`src/rtl/jtframe_bank_pkg.sv`:
```
// rtl/jtframe_bank_pkg.sv - shared types and constants for the SDRAM bank slot arbiter
// Purpose: FSM state encoding, watchdog counter width and an index helper
//          shared by jtframe_bank_slots and jtframe_bank_pick.
// Ports:   none (package).
package jtframe_bank_pkg;

    typedef enum logic [1:0] {
        IDLE     = 2'd0,
        WAIT_ACK = 2'd1,
        WAIT_RDY = 2'd2
    } bank_state_e;

    // Watchdog counter width; TOUT must fit in it.
    localparam int TOUT_W = 8;

    // (a + b) modulo n, used to walk slot indices circularly.
    function automatic int wrap_add(input int a, input int b, input int n);
        return (a + b) % n;
    endfunction

endpackage

```
`src/rtl/jtframe_bank_pick.sv`:
```
// rtl/jtframe_bank_pick.sv - combinational winner selection among pending slots
// Purpose: picks one pending slot. With JTFRAME_BANK_RR_EN defined the search
//          starts at ptr and wraps; otherwise the lowest pending index wins and
//          there is no ptr port.
// Ports:   pend - pending request per slot
//          ptr  - first slot to consider (JTFRAME_BANK_RR_EN only)
//          any  - at least one slot pending
//          win  - index of the selected slot (valid when any=1)
module jtframe_bank_pick
    import jtframe_bank_pkg::*;
#(
    parameter int SLOTS = 4,
    parameter int PW    = $clog2(SLOTS)
) (
    input  logic [SLOTS-1:0] pend,
`ifdef JTFRAME_BANK_RR_EN
    input  logic [PW-1:0]    ptr,
`endif
    output logic             any,
    output logic [PW-1:0]    win
);

    always_comb begin
        any = 1'b0;
        win = '0;
        // Scan from the least preferred candidate up, so the most preferred
        // pending slot is the last one assigned.
        for (int k = SLOTS - 1; k >= 0; k--) begin
            logic [PW-1:0] idx;
`ifdef JTFRAME_BANK_RR_EN
            idx = PW'(wrap_add(int'(ptr), k, SLOTS));
`else
            idx = PW'(k);
`endif
            if (pend[idx]) begin
                any = 1'b1;
                win = idx;
            end
        end
    end

endmodule

```
`src/rtl/jtframe_bank_slots.sv`:
```
// rtl/jtframe_bank_slots.sv - shares one SDRAM bank read port among cached ROM slots
// Purpose: each slot keeps its last fetched word; misses are arbitrated onto the
//          bank read port (fixed priority, or round-robin with JTFRAME_BANK_RR_EN).
//          A watchdog aborts accesses that stay in WAIT_ACK/WAIT_RDY too long.
// Ports:   clk, rst (sync, active high), downloading (flush caches, block grants)
//          slot_addr/slot_cs in, slot_ok/slot_dout out (per-slot packed vectors)
//          ba_addr/ba_rd out, ba_ack/ba_rdy/sdram_dout in (bank interface)
//          timeout out (one-cycle pulse on watchdog abort)
module jtframe_bank_slots
    import jtframe_bank_pkg::*;
#(
    parameter int SLOTS  = 4,
    parameter int SDRAMW = 22,
    parameter int DW     = 16,
    parameter int TOUT   = 255
) (
    input  logic                    clk,
    input  logic                    rst,
    input  logic                    downloading,
    input  logic [SLOTS*SDRAMW-1:0] slot_addr,
    input  logic [SLOTS-1:0]        slot_cs,
    output logic [SLOTS-1:0]        slot_ok,
    output logic [SLOTS*DW-1:0]     slot_dout,
    output logic [SDRAMW-1:0]       ba_addr,
    output logic                    ba_rd,
    input  logic                    ba_ack,
    input  logic                    ba_rdy,
    input  logic [DW-1:0]           sdram_dout,
    output logic                    timeout
);
    localparam int PW = $clog2(SLOTS);

    bank_state_e       state_q, state_d;
    logic [SDRAMW-1:0] ba_addr_q, ba_addr_d;
    logic              ba_rd_q, ba_rd_d;
    logic [SLOTS-1:0]  valid_q, valid_d;
    logic [SDRAMW-1:0] addr_q [SLOTS];
    logic [SDRAMW-1:0] addr_d [SLOTS];
    logic [DW-1:0]     dout_q [SLOTS];
    logic [DW-1:0]     dout_d [SLOTS];
    logic              timeout_q, timeout_d;
    logic [PW-1:0]     cur_q, cur_d;
    logic [TOUT_W-1:0] wdog_q, wdog_d;

    logic [SDRAMW-1:0] req_addr [SLOTS];
    logic [SLOTS-1:0]  hit, pend;
    logic              any;
    logic [PW-1:0]     win;
    logic              grant, store, abort, acked, wdog_hit;

    // Last permitted wait cycle: the abort lands TOUT cycles after ba_rd rose.
    assign wdog_hit = wdog_q == TOUT_W'(TOUT - 1);

    always_comb begin
        hit       = '0;
        pend      = '0;
        slot_ok   = '0;
        slot_dout = '0;
        for (int i = 0; i < SLOTS; i++) begin
            req_addr[i] = slot_addr[i*SDRAMW +: SDRAMW];
            hit[i]      = valid_q[i] && (addr_q[i] == req_addr[i]);
            // The slot being served is not pending again until it finishes.
            pend[i]     = slot_cs[i] && !hit[i] && !(state_q != IDLE && cur_q == PW'(i));
            slot_ok[i]  = slot_cs[i] && hit[i];
            slot_dout[i*DW +: DW] = dout_q[i];
        end
    end

`ifdef JTFRAME_BANK_RR_EN
    logic [PW-1:0] ptr_q, ptr_d;

    always_comb begin
        ptr_d = ptr_q;
        if (grant) ptr_d = PW'(wrap_add(int'(win), 1, SLOTS));
    end

    always_ff @(posedge clk) begin
        if (rst) ptr_q <= '0;
        else     ptr_q <= ptr_d;
    end

    jtframe_bank_pick #(.SLOTS(SLOTS), .PW(PW)) u_pick (
        .pend (pend),
        .ptr  (ptr_q),
        .any  (any),
        .win  (win)
    );
`else
    jtframe_bank_pick #(.SLOTS(SLOTS), .PW(PW)) u_pick (
        .pend (pend),
        .any  (any),
        .win  (win)
    );
`endif

    always_ff @(posedge clk) begin
        if (rst) state_q <= IDLE;
        else     state_q <= state_d;
    end

    always_comb begin
        state_d = state_q;
        grant   = 1'b0;
        store   = 1'b0;
        abort   = 1'b0;
        acked   = 1'b0;
        unique case (state_q)
            IDLE: if (!downloading && any) begin
                grant   = 1'b1;
                state_d = WAIT_ACK;
            end
            WAIT_ACK: begin
                // ack and rdy together: accept the data right away.
                if (ba_ack && ba_rdy) begin
                    store   = 1'b1;
                    state_d = IDLE;
                end else if (ba_ack) begin
                    acked   = 1'b1;
                    state_d = WAIT_RDY;
                end else if (wdog_hit) begin
                    abort   = 1'b1;
                    state_d = IDLE;
                end
            end
            WAIT_RDY: begin
                if (ba_rdy) begin
                    store   = 1'b1;
                    state_d = IDLE;
                end else if (wdog_hit) begin
                    abort   = 1'b1;
                    state_d = IDLE;
                end
            end
            default: state_d = IDLE;
        endcase
    end

    always_comb begin
        ba_addr_d = ba_addr_q;
        ba_rd_d   = ba_rd_q;
        valid_d   = valid_q;
        addr_d    = addr_q;
        dout_d    = dout_q;
        cur_d     = cur_q;
        timeout_d = 1'b0;
        wdog_d    = (state_q == IDLE) ? '0 : wdog_q + 1'b1;
        if (grant) begin
            ba_addr_d     = req_addr[win];
            ba_rd_d       = 1'b1;
            addr_d[win]   = req_addr[win];
            valid_d[win]  = 1'b0;
            cur_d         = win;
            wdog_d        = '0;
        end
        if (acked) ba_rd_d = 1'b0;
        if (store) begin
            dout_d[cur_q]  = sdram_dout;
            valid_d[cur_q] = 1'b1;
            ba_rd_d        = 1'b0;
        end
        if (abort) begin
            ba_rd_d   = 1'b0;
            timeout_d = 1'b1;
        end
        // A download rewrites the ROM, so nothing cached may be trusted.
        if (downloading) valid_d = '0;
    end

    always_ff @(posedge clk) begin
        if (rst) begin
            ba_addr_q <= '0;
            ba_rd_q   <= 1'b0;
            valid_q   <= '0;
            timeout_q <= 1'b0;
            cur_q     <= '0;
            wdog_q    <= '0;
            for (int i = 0; i < SLOTS; i++) begin
                addr_q[i] <= '0;
                dout_q[i] <= '0;
            end
        end else begin
            ba_addr_q <= ba_addr_d;
            ba_rd_q   <= ba_rd_d;
            valid_q   <= valid_d;
            timeout_q <= timeout_d;
            cur_q     <= cur_d;
            wdog_q    <= wdog_d;
            addr_q    <= addr_d;
            dout_q    <= dout_d;
        end
    end

    assign ba_addr = ba_addr_q;
    assign ba_rd   = ba_rd_q;
    assign timeout = timeout_q;

endmodule

```
`config.mk`:
```
export PLATFORM = sky130hd
export DESIGN_NAME = jtframe_bank_slots
export DESIGN_NICKNAME = d
export VERILOG_FILES = /design/src/rtl/jtframe_bank_pkg.sv /design/src/rtl/jtframe_bank_pick.sv /design/src/rtl/jtframe_bank_slots.sv
export SDC_FILE = /design/constraint.sdc
export NUM_CORES = 1
export LEC_CHECK = 0
export BUFFER_PORTS_ARGS = -buffer_cell sky130_fd_sc_hd__buf_2
export CAP_MARGIN = 20
export CORE_MARGIN = 2
export CORE_UTILIZATION = 49
export CTS_CLUSTER_SIZE = 16
export DETAILED_ROUTE_END_ITERATION = 10
export GPL_TIMING_DRIVEN = 0
export HOLD_SLACK_MARGIN = 0.1
export PLACE_DENSITY_LB_ADDON = 0.08
export SYNTH_ARGS = -nofsm -noshare
export SYNTH_HDL_FRONTEND = slang
export SYNTH_SLANG_ARGS = --single-unit
export TNS_END_PERCENT = 20
```
`constraint.sdc`:
```
create_clock -name clk -period 2.1 [get_ports clk]
set_input_delay 0.105 -clock clk [delete_from_list [all_inputs] [get_ports clk]]
set_output_delay 0.105 -clock clk [all_outputs]
set_load 0.005 [all_outputs]
```
Word level (Yosys, flattened, before mapping). Cells that the tools add are included.

Bits in registers: 192. Word-level logic and storage cells: 124. Input bits: 113. Output and inout bits: 92.

Add/sub/neg operators: 1. Order comparisons: 8. Reductions and logical operators: 41. Eq/ne operators: 11. Multiplexer cells: 43. Bitwise logic cells: 5.

Operators by type and width (count): 88-bit bitwise mux (1); 22-bit == test (4); 22-bit 2-to-1 mux (3); 64-bit bitwise mux (1); 22-bit binary-select mux with 2-bit select (1); 22-bit demux with 2-bit select (1); 16-bit demux with 2-bit select (1); 1-bit logical AND (26); 1-bit 2-to-1 mux (18); 2-bit 2-to-1 mux (9); 16-bit 2-to-1 mux (1); 1-bit logical NOT (9); 8-bit by 1-bit adder with 8-bit output, second input constant (1); 8-bit == test, second input constant (1); 4-bit 2-to-1 mux (2); 2-bit == test, second input constant (3); 3-bit greater-or-equal comparator, second input constant (2); 2-bit by 3-bit less-than comparator with 1-bit output, second input constant (2); 3-bit by 1-bit less-than comparator with 1-bit output, second input constant (2); 2-bit inverter with 3-bit output (2); 2-bit case mux with 3 select lines (1); 4-bit bitwise AND (1); 1-bit demux with 2-bit select (2); 2-bit by 1-bit == test with 1-bit output, second input constant (2); 10 further kinds (13).

Logic depth before layout (Yosys ltp).
Word-level depth: 18. Gate-level depth with buffers: 11. Mapped depth without buffers: 8.

Hierarchy. Synthesis repeated with hierarchy kept, for this count alone.

Cell total of the unflattened synthesis: 851. Area total of the unflattened synthesis: 8657.1 um2.

By module, submodules not included: jtframe_bank_slots (area each 8622.0 um2, cells each 844, instances 1, seq. area each 3843.7 um2); jtframe_bank_pick (area each 35.0 um2, cells each 7, instances 1, seq. area each 0.0 um2).

Worst setup path after synthesis. Ideal clock, no wire load.

Path kind: reg2reg. Start: register state_q[0]. End: register addr_q[25] in the netlist's numbering. Clock period less this slack: 2.284 ns. Path slack: -0.184 ns. Buffers on the path: 3. Library setup time: 0.128 ns. Required time: 1.972 ns. Arrival: 2.156 ns. Stages on the path, launching flop included: 12. Cell sequence: dfxtp_1 > inv_1 > ha_1 > clkbuf_2 > nand2b_1 > o21ai_1 > a31o_2 > buf_2 > nor4_4 > buf_6 > mux2i_1 > nor2_1.

Cells in the longest elaborated chain, start to end: 14. Elaborated cells between the ends (all ways): 35. Classes of those cells: 2 x order compare; 16 x mux; 1 x bitwise; 16 x reduce/logical.

RTL lines: start, declared (line jtframe_bank_slots.sv:33) `bank_state_e state_q, state_d;`; start signal, assigned (line jtframe_bank_slots.sv:98) `else state_q <= state_d;`; 2-bit nonzero test (line jtframe_bank_slots.sv:63) `pend[i] = slot_cs[i] && !hit[i] && !(state_q != IDLE && cur_q == PW'(i));`; 1-bit logical AND (line jtframe_bank_slots.sv:63); 1-bit logical NOT (line jtframe_bank_slots.sv:63); 1-bit logical AND (line jtframe_bank_slots.sv:63); 2-bit 2-to-1 mux (4 in a row) (line jtframe_bank_pick.sv:35) `if (pend[idx]) begin`; 2-bit inverter with 3-bit output (implied by the code) (line jtframe_bank_slots.sv:150) `addr_d[win] = req_addr[win];`; 3-bit greater-or-equal comparator (implied by the code) / 3-bit by 1-bit less-than comparator with 1-bit output (equally long branches) (line jtframe_bank_slots.sv:150); 1-bit logical AND (implied by the code) (line jtframe_bank_slots.sv:150); 22-bit 2-to-1 mux (implied by the code) (line jtframe_bank_slots.sv:150); 22-bit demux with 2-bit select (line jtframe_bank_slots.sv:150); 88-bit bitwise mux (line jtframe_bank_slots.sv:150); end signal, assigned (line jtframe_bank_slots.sv:188) `addr_q <= addr_d;`; end, declared (line jtframe_bank_slots.sv:37) `logic [SDRAMW-1:0] addr_q [SLOTS];`.

Several ways; a longest one is shown, not always the timed one. The select of a mux whose other input is x is not followed. A chain may end at the register's enable or synchronous reset.

Worst setup path after layout.
Start: register addr_q[53] in the netlist's numbering. End: register ba_addr_q[20] (netlist: ba_addr[20]).

Cells in the longest elaborated chain, start to end: 11. Elaborated cells between the ends (all ways): 16. Classes of those cells: 1 x eq/ne; 9 x mux; 1 x bitwise; 5 x reduce/logical.

RTL lines: 22-bit == test (*) (line jtframe_bank_slots.sv:61) `hit[i] = valid_q[i] && (addr_q[i] == req_addr[i]);`; 1-bit logical AND (*) (line jtframe_bank_slots.sv:61); 1-bit logical NOT (*) (line jtframe_bank_slots.sv:63); 1-bit logical AND (*) (2 in a row) (line jtframe_bank_slots.sv:63); 2-bit 2-to-1 mux (2 in a row) (line jtframe_bank_pick.sv:35); 2-bit inverter with 3-bit output (implied by the code) (line jtframe_bank_slots.sv:148) `ba_addr_d = req_addr[win];`; 22-bit binary-select mux with 2-bit select (line jtframe_bank_slots.sv:148); 22-bit 2-to-1 mux (implied by the code) (2 in a row) (line jtframe_bank_slots.sv:148); end signal, assigned (line jtframe_bank_slots.sv:182) `ba_addr_q <= ba_addr_d;`; end, declared (line jtframe_bank_slots.sv:34) `logic [SDRAMW-1:0] ba_addr_q, ba_addr_d;`.

Mark *: on every way between the ends. The rest lies on a longest branch, timed or not. The select of a mux whose other input is x is not followed.

==> out/qor.yml <==
status: "complete, but fails checks"
violations: "setup timing"
r2r_slack_ps: -520
cp.arrival_ps: 2970
fin_area_mm2: 0.0132
rsz0062_at_grt: "yes"
cts_buffers: 17
min_path_cells: 4
die_x_um: 137
routed_wirelength_um: 34800
clock_skew_ps: 13.5
switching_power_mw: 2.69
r2r_end: "ba_addr[20]$_SDFFE_PP0P_"
pwr-share-comb_pct: 20.3
ios: 205
yosys.area.top_type_share_pct: 44.5
place_hpwl_um: 20200
p_per_area_mw_per_mm2: 701
gp_congestion: 0.877
synth_sequential_area_ratio_pct: 44.5
start_kind: "flip-flop"
instances_no_fill: 1615
syn_inst: 1015
wl_per_cell_um: 21.5
tightest_slew_ps: 781
numPortBuffers: 203
cap_violations: 0
period_minus_slack_ps: 2620
htree_levels: 4
clk_latency_ps: 450
ys_ff_latch: 192
p_clk_share_pct: 37.8
slew_headroom_pct: 48.0
synth_edf_count: 0
p_int_mw: 6.54
start_util_pct: 50.1
slew_viol_final: 0
grt_pass1_vias: 9051
setup_violations: 117
synth.cell_area_mm2: 0.00863
vias: 9586
dieArea_mm2: 0.0187
drc: 0
ff2ff_path_depth: 11
pre_cts_ws_ps: -808
placement_rows: 48
clk_pin_slew_worst_paths_ps: 70
grt_max_degree: 19
max_freq_mhz: 382
hp-class: "input port to flip-flop"
hold_violations: 0
cellLeakagePower_nw: 5.23
post-synth-top-count-cell: "nand2_1"
synth_flop_cell: "dfxtp_1"
core_mm2: 0.0172
synth_area_leaders: "dfxtp_1 45%, nand2_1 9.6%, a21oi_1 6.8%"
area_delta_synth_final_pct: 52.5
firstDrtPassIters: 6
syn-num-nets: 1134
r2r-start: "addr_q[53]$_SDFFE_PP0P_"
min_from: "slot_addr[85]"
grt_pass1_wl_um: 49300
drive_above_1_share_pct: 34.0
clock-sinks: 192
synthArstFlopShare_pct: 0
crit_path_end_kind: "flip-flop"
cts_buffer_depth: 2
cts_root_buf: "clkbuf_16"
placed_area_mm2: 0.00998
drt_iter0_drc: 901
ys_warn_count: 0
fin_nets: 1495
placed_cells: 1444
antenna_left: 0
swShare_pct: 29.2
cp.required_ps: 2450
antenna_found_initial: 1
min_to: "ba_addr[19]$_SDFFE_PP0P_"
avgSynthCellArea_um2: 8.50
power_mw: 9.23
cp_max_fo: 5
critPathKind: "flip-flop to flip-flop"
groute.usage.overall_pct: 34.7
die_h_um: 137
synth_common_cells: "221 x nand2_1, 192 x dfxtp_1, 118 x a21oi_1"
period_share_pct: 125
cts_tree: "yes"
yosys.area.top_type: "dfxtp_1"
yosysUniqueCellTypes: 56
fin_ws_ps: -517
p_seq_share_pct: 41.9
ir_drop_mv: 0.641
via_per_inst: 5.94
overflow: 0
layer usage:
layer	track usage [%]	up-vias	wire length [um]
li1	-	4259	-
met1	43.6	4512	13400
met2	55.2	653	15700
met3	8.78	162	3850
met4	17.4	0	1760
met5	0	-	0
flip-flops by register name, summed over array words and instances, names as in the netlist:
register,flops
addr_q,88
valid_q,4
timeout,1
wdog_q,8
ba_rd,1
state_q,2
slot_dout,64
ba_addr,22
cur_q,2
power groups by stage:
stage | combinational (mW) | clock, mW | sequential, mW
final | 1.87 | 3.49 | 3.86
after global routing | 1.96 | 3.65 | 3.87
after CTS | 1.69 | 3.48 | 3.84
after detailed placement | 1.11 | 0 | 3.92
after global placement | 1.10 | 0 | 3.92
after floorplan | 0.650 | 0 | 3.91
area by class of cell:
class | instances | area [um^2]
clock buffers | 17 | 425
well taps | 225 | 282
inverters | 9 | 33.8
diodes | 1 | 2.50
fillers | 1143 | 4070
multi-input cells | 745 | 5310
clock inverters | 15 | 196
repair buffers | 345 | 2520
flip-flops and latches | 192 | 3890
plain buffers | 66 | 507
cells by family (layout without fill, tap and decap cells):
kind of cell | Yosys count | in the layout | share of synthesized area [%]
simple gates | 366 | 366 | 18.8
compound gates | 239 | 239 | 17.5
flops | 192 | 192 | 44.5
xor+xnor | 91 | 91 | 9.23
buf+inv | 78 | 452 | 4.00
mux | 43 | 43 | 4.99
fa+ha+maj | 6 | 6 | 0.870
other cells | 0 | 1 | 0
how the worst max path moves through the flow:
| stage | start | to | slack [ps] | cells after the start |
|---|---|---|---|---|
| 2_1_floorplan | addr_q[69]$_SDFFE_PP0P_ | addr_q[25]$_SDFFE_PP0P_ | -40 | 8 |
| 3_3_place_gp | addr_q[12]$_SDFFE_PP0P_ | addr_q[9]$_SDFFE_PP0P_ | -790 | 7 |
| 3_5_place_dp | addr_q[7]$_SDFFE_PP0P_ | addr_q[9]$_SDFFE_PP0P_ | -810 | 7 |
| 4_1_cts | addr_q[83]$_SDFFE_PP0P_ | cur_q[0]$_SDFFE_PP0P_ | -180 | 11 |
| 5_1_grt | addr_q[53]$_SDFFE_PP0P_ | ba_addr[20]$_SDFFE_PP0P_ | -550 | 11 |
| 6_report | addr_q[53]$_SDFFE_PP0P_ | ba_addr[20]$_SDFFE_PP0P_ | -520 | 11 |
timing repair:
| item | 4_1_cts | 5_1_grt |
|---|---|---|
| hold buffers | 85 | 0 |
| resized for setup | 176 | 86 |
| endpoints found under the setup margin | 154 | 160 |
| pin swaps | 71 | 39 |
| endpoints found under the hold margin | 157 | 0 |
| setup buffers | 39 | 10 |
| cloned | 6 | 3 |
through the flow:
step	hold WS, ps	utilization, %	setup TNS, ps
after floorplan	184	-	-1080
after global placement	357	57.9	-54290
after detailed placement	358	57.9	-53420
after CTS	101	74.2	-12860
after global routing	137	76.4	-40720
final	130	76.4	-31830
layout by cell type (no fill, tap or decap), drive strengths merged, types with 24 or more instances in the layout:
| cell | instances |
|---|---|
| dlygate4sd3 | 85 |
| nand3 | 31 |
| mux2i | 43 |
| xnor2 | 67 |
| dfxtp | 192 |
| nand2 | 221 |
| o21ai | 30 |
| a21oi | 118 |
| clkbuf | 61 |
| buf | 282 |
| nor2 | 61 |
| xor2 | 24 |
critical path, cell delays in order, from the launching register on:
cell      delay, ps
dfxtp_1         330
xnor2_1         320
nand4_1         260
nor4_4          190
buf_4           170
a21oi_4         110
buf_8           180
o31ai_4         250
buf_6           170
buf_6           170
a221oi_2        120
a21oi_1         240
No activity file was read; power rests on OpenSTA's default activity.
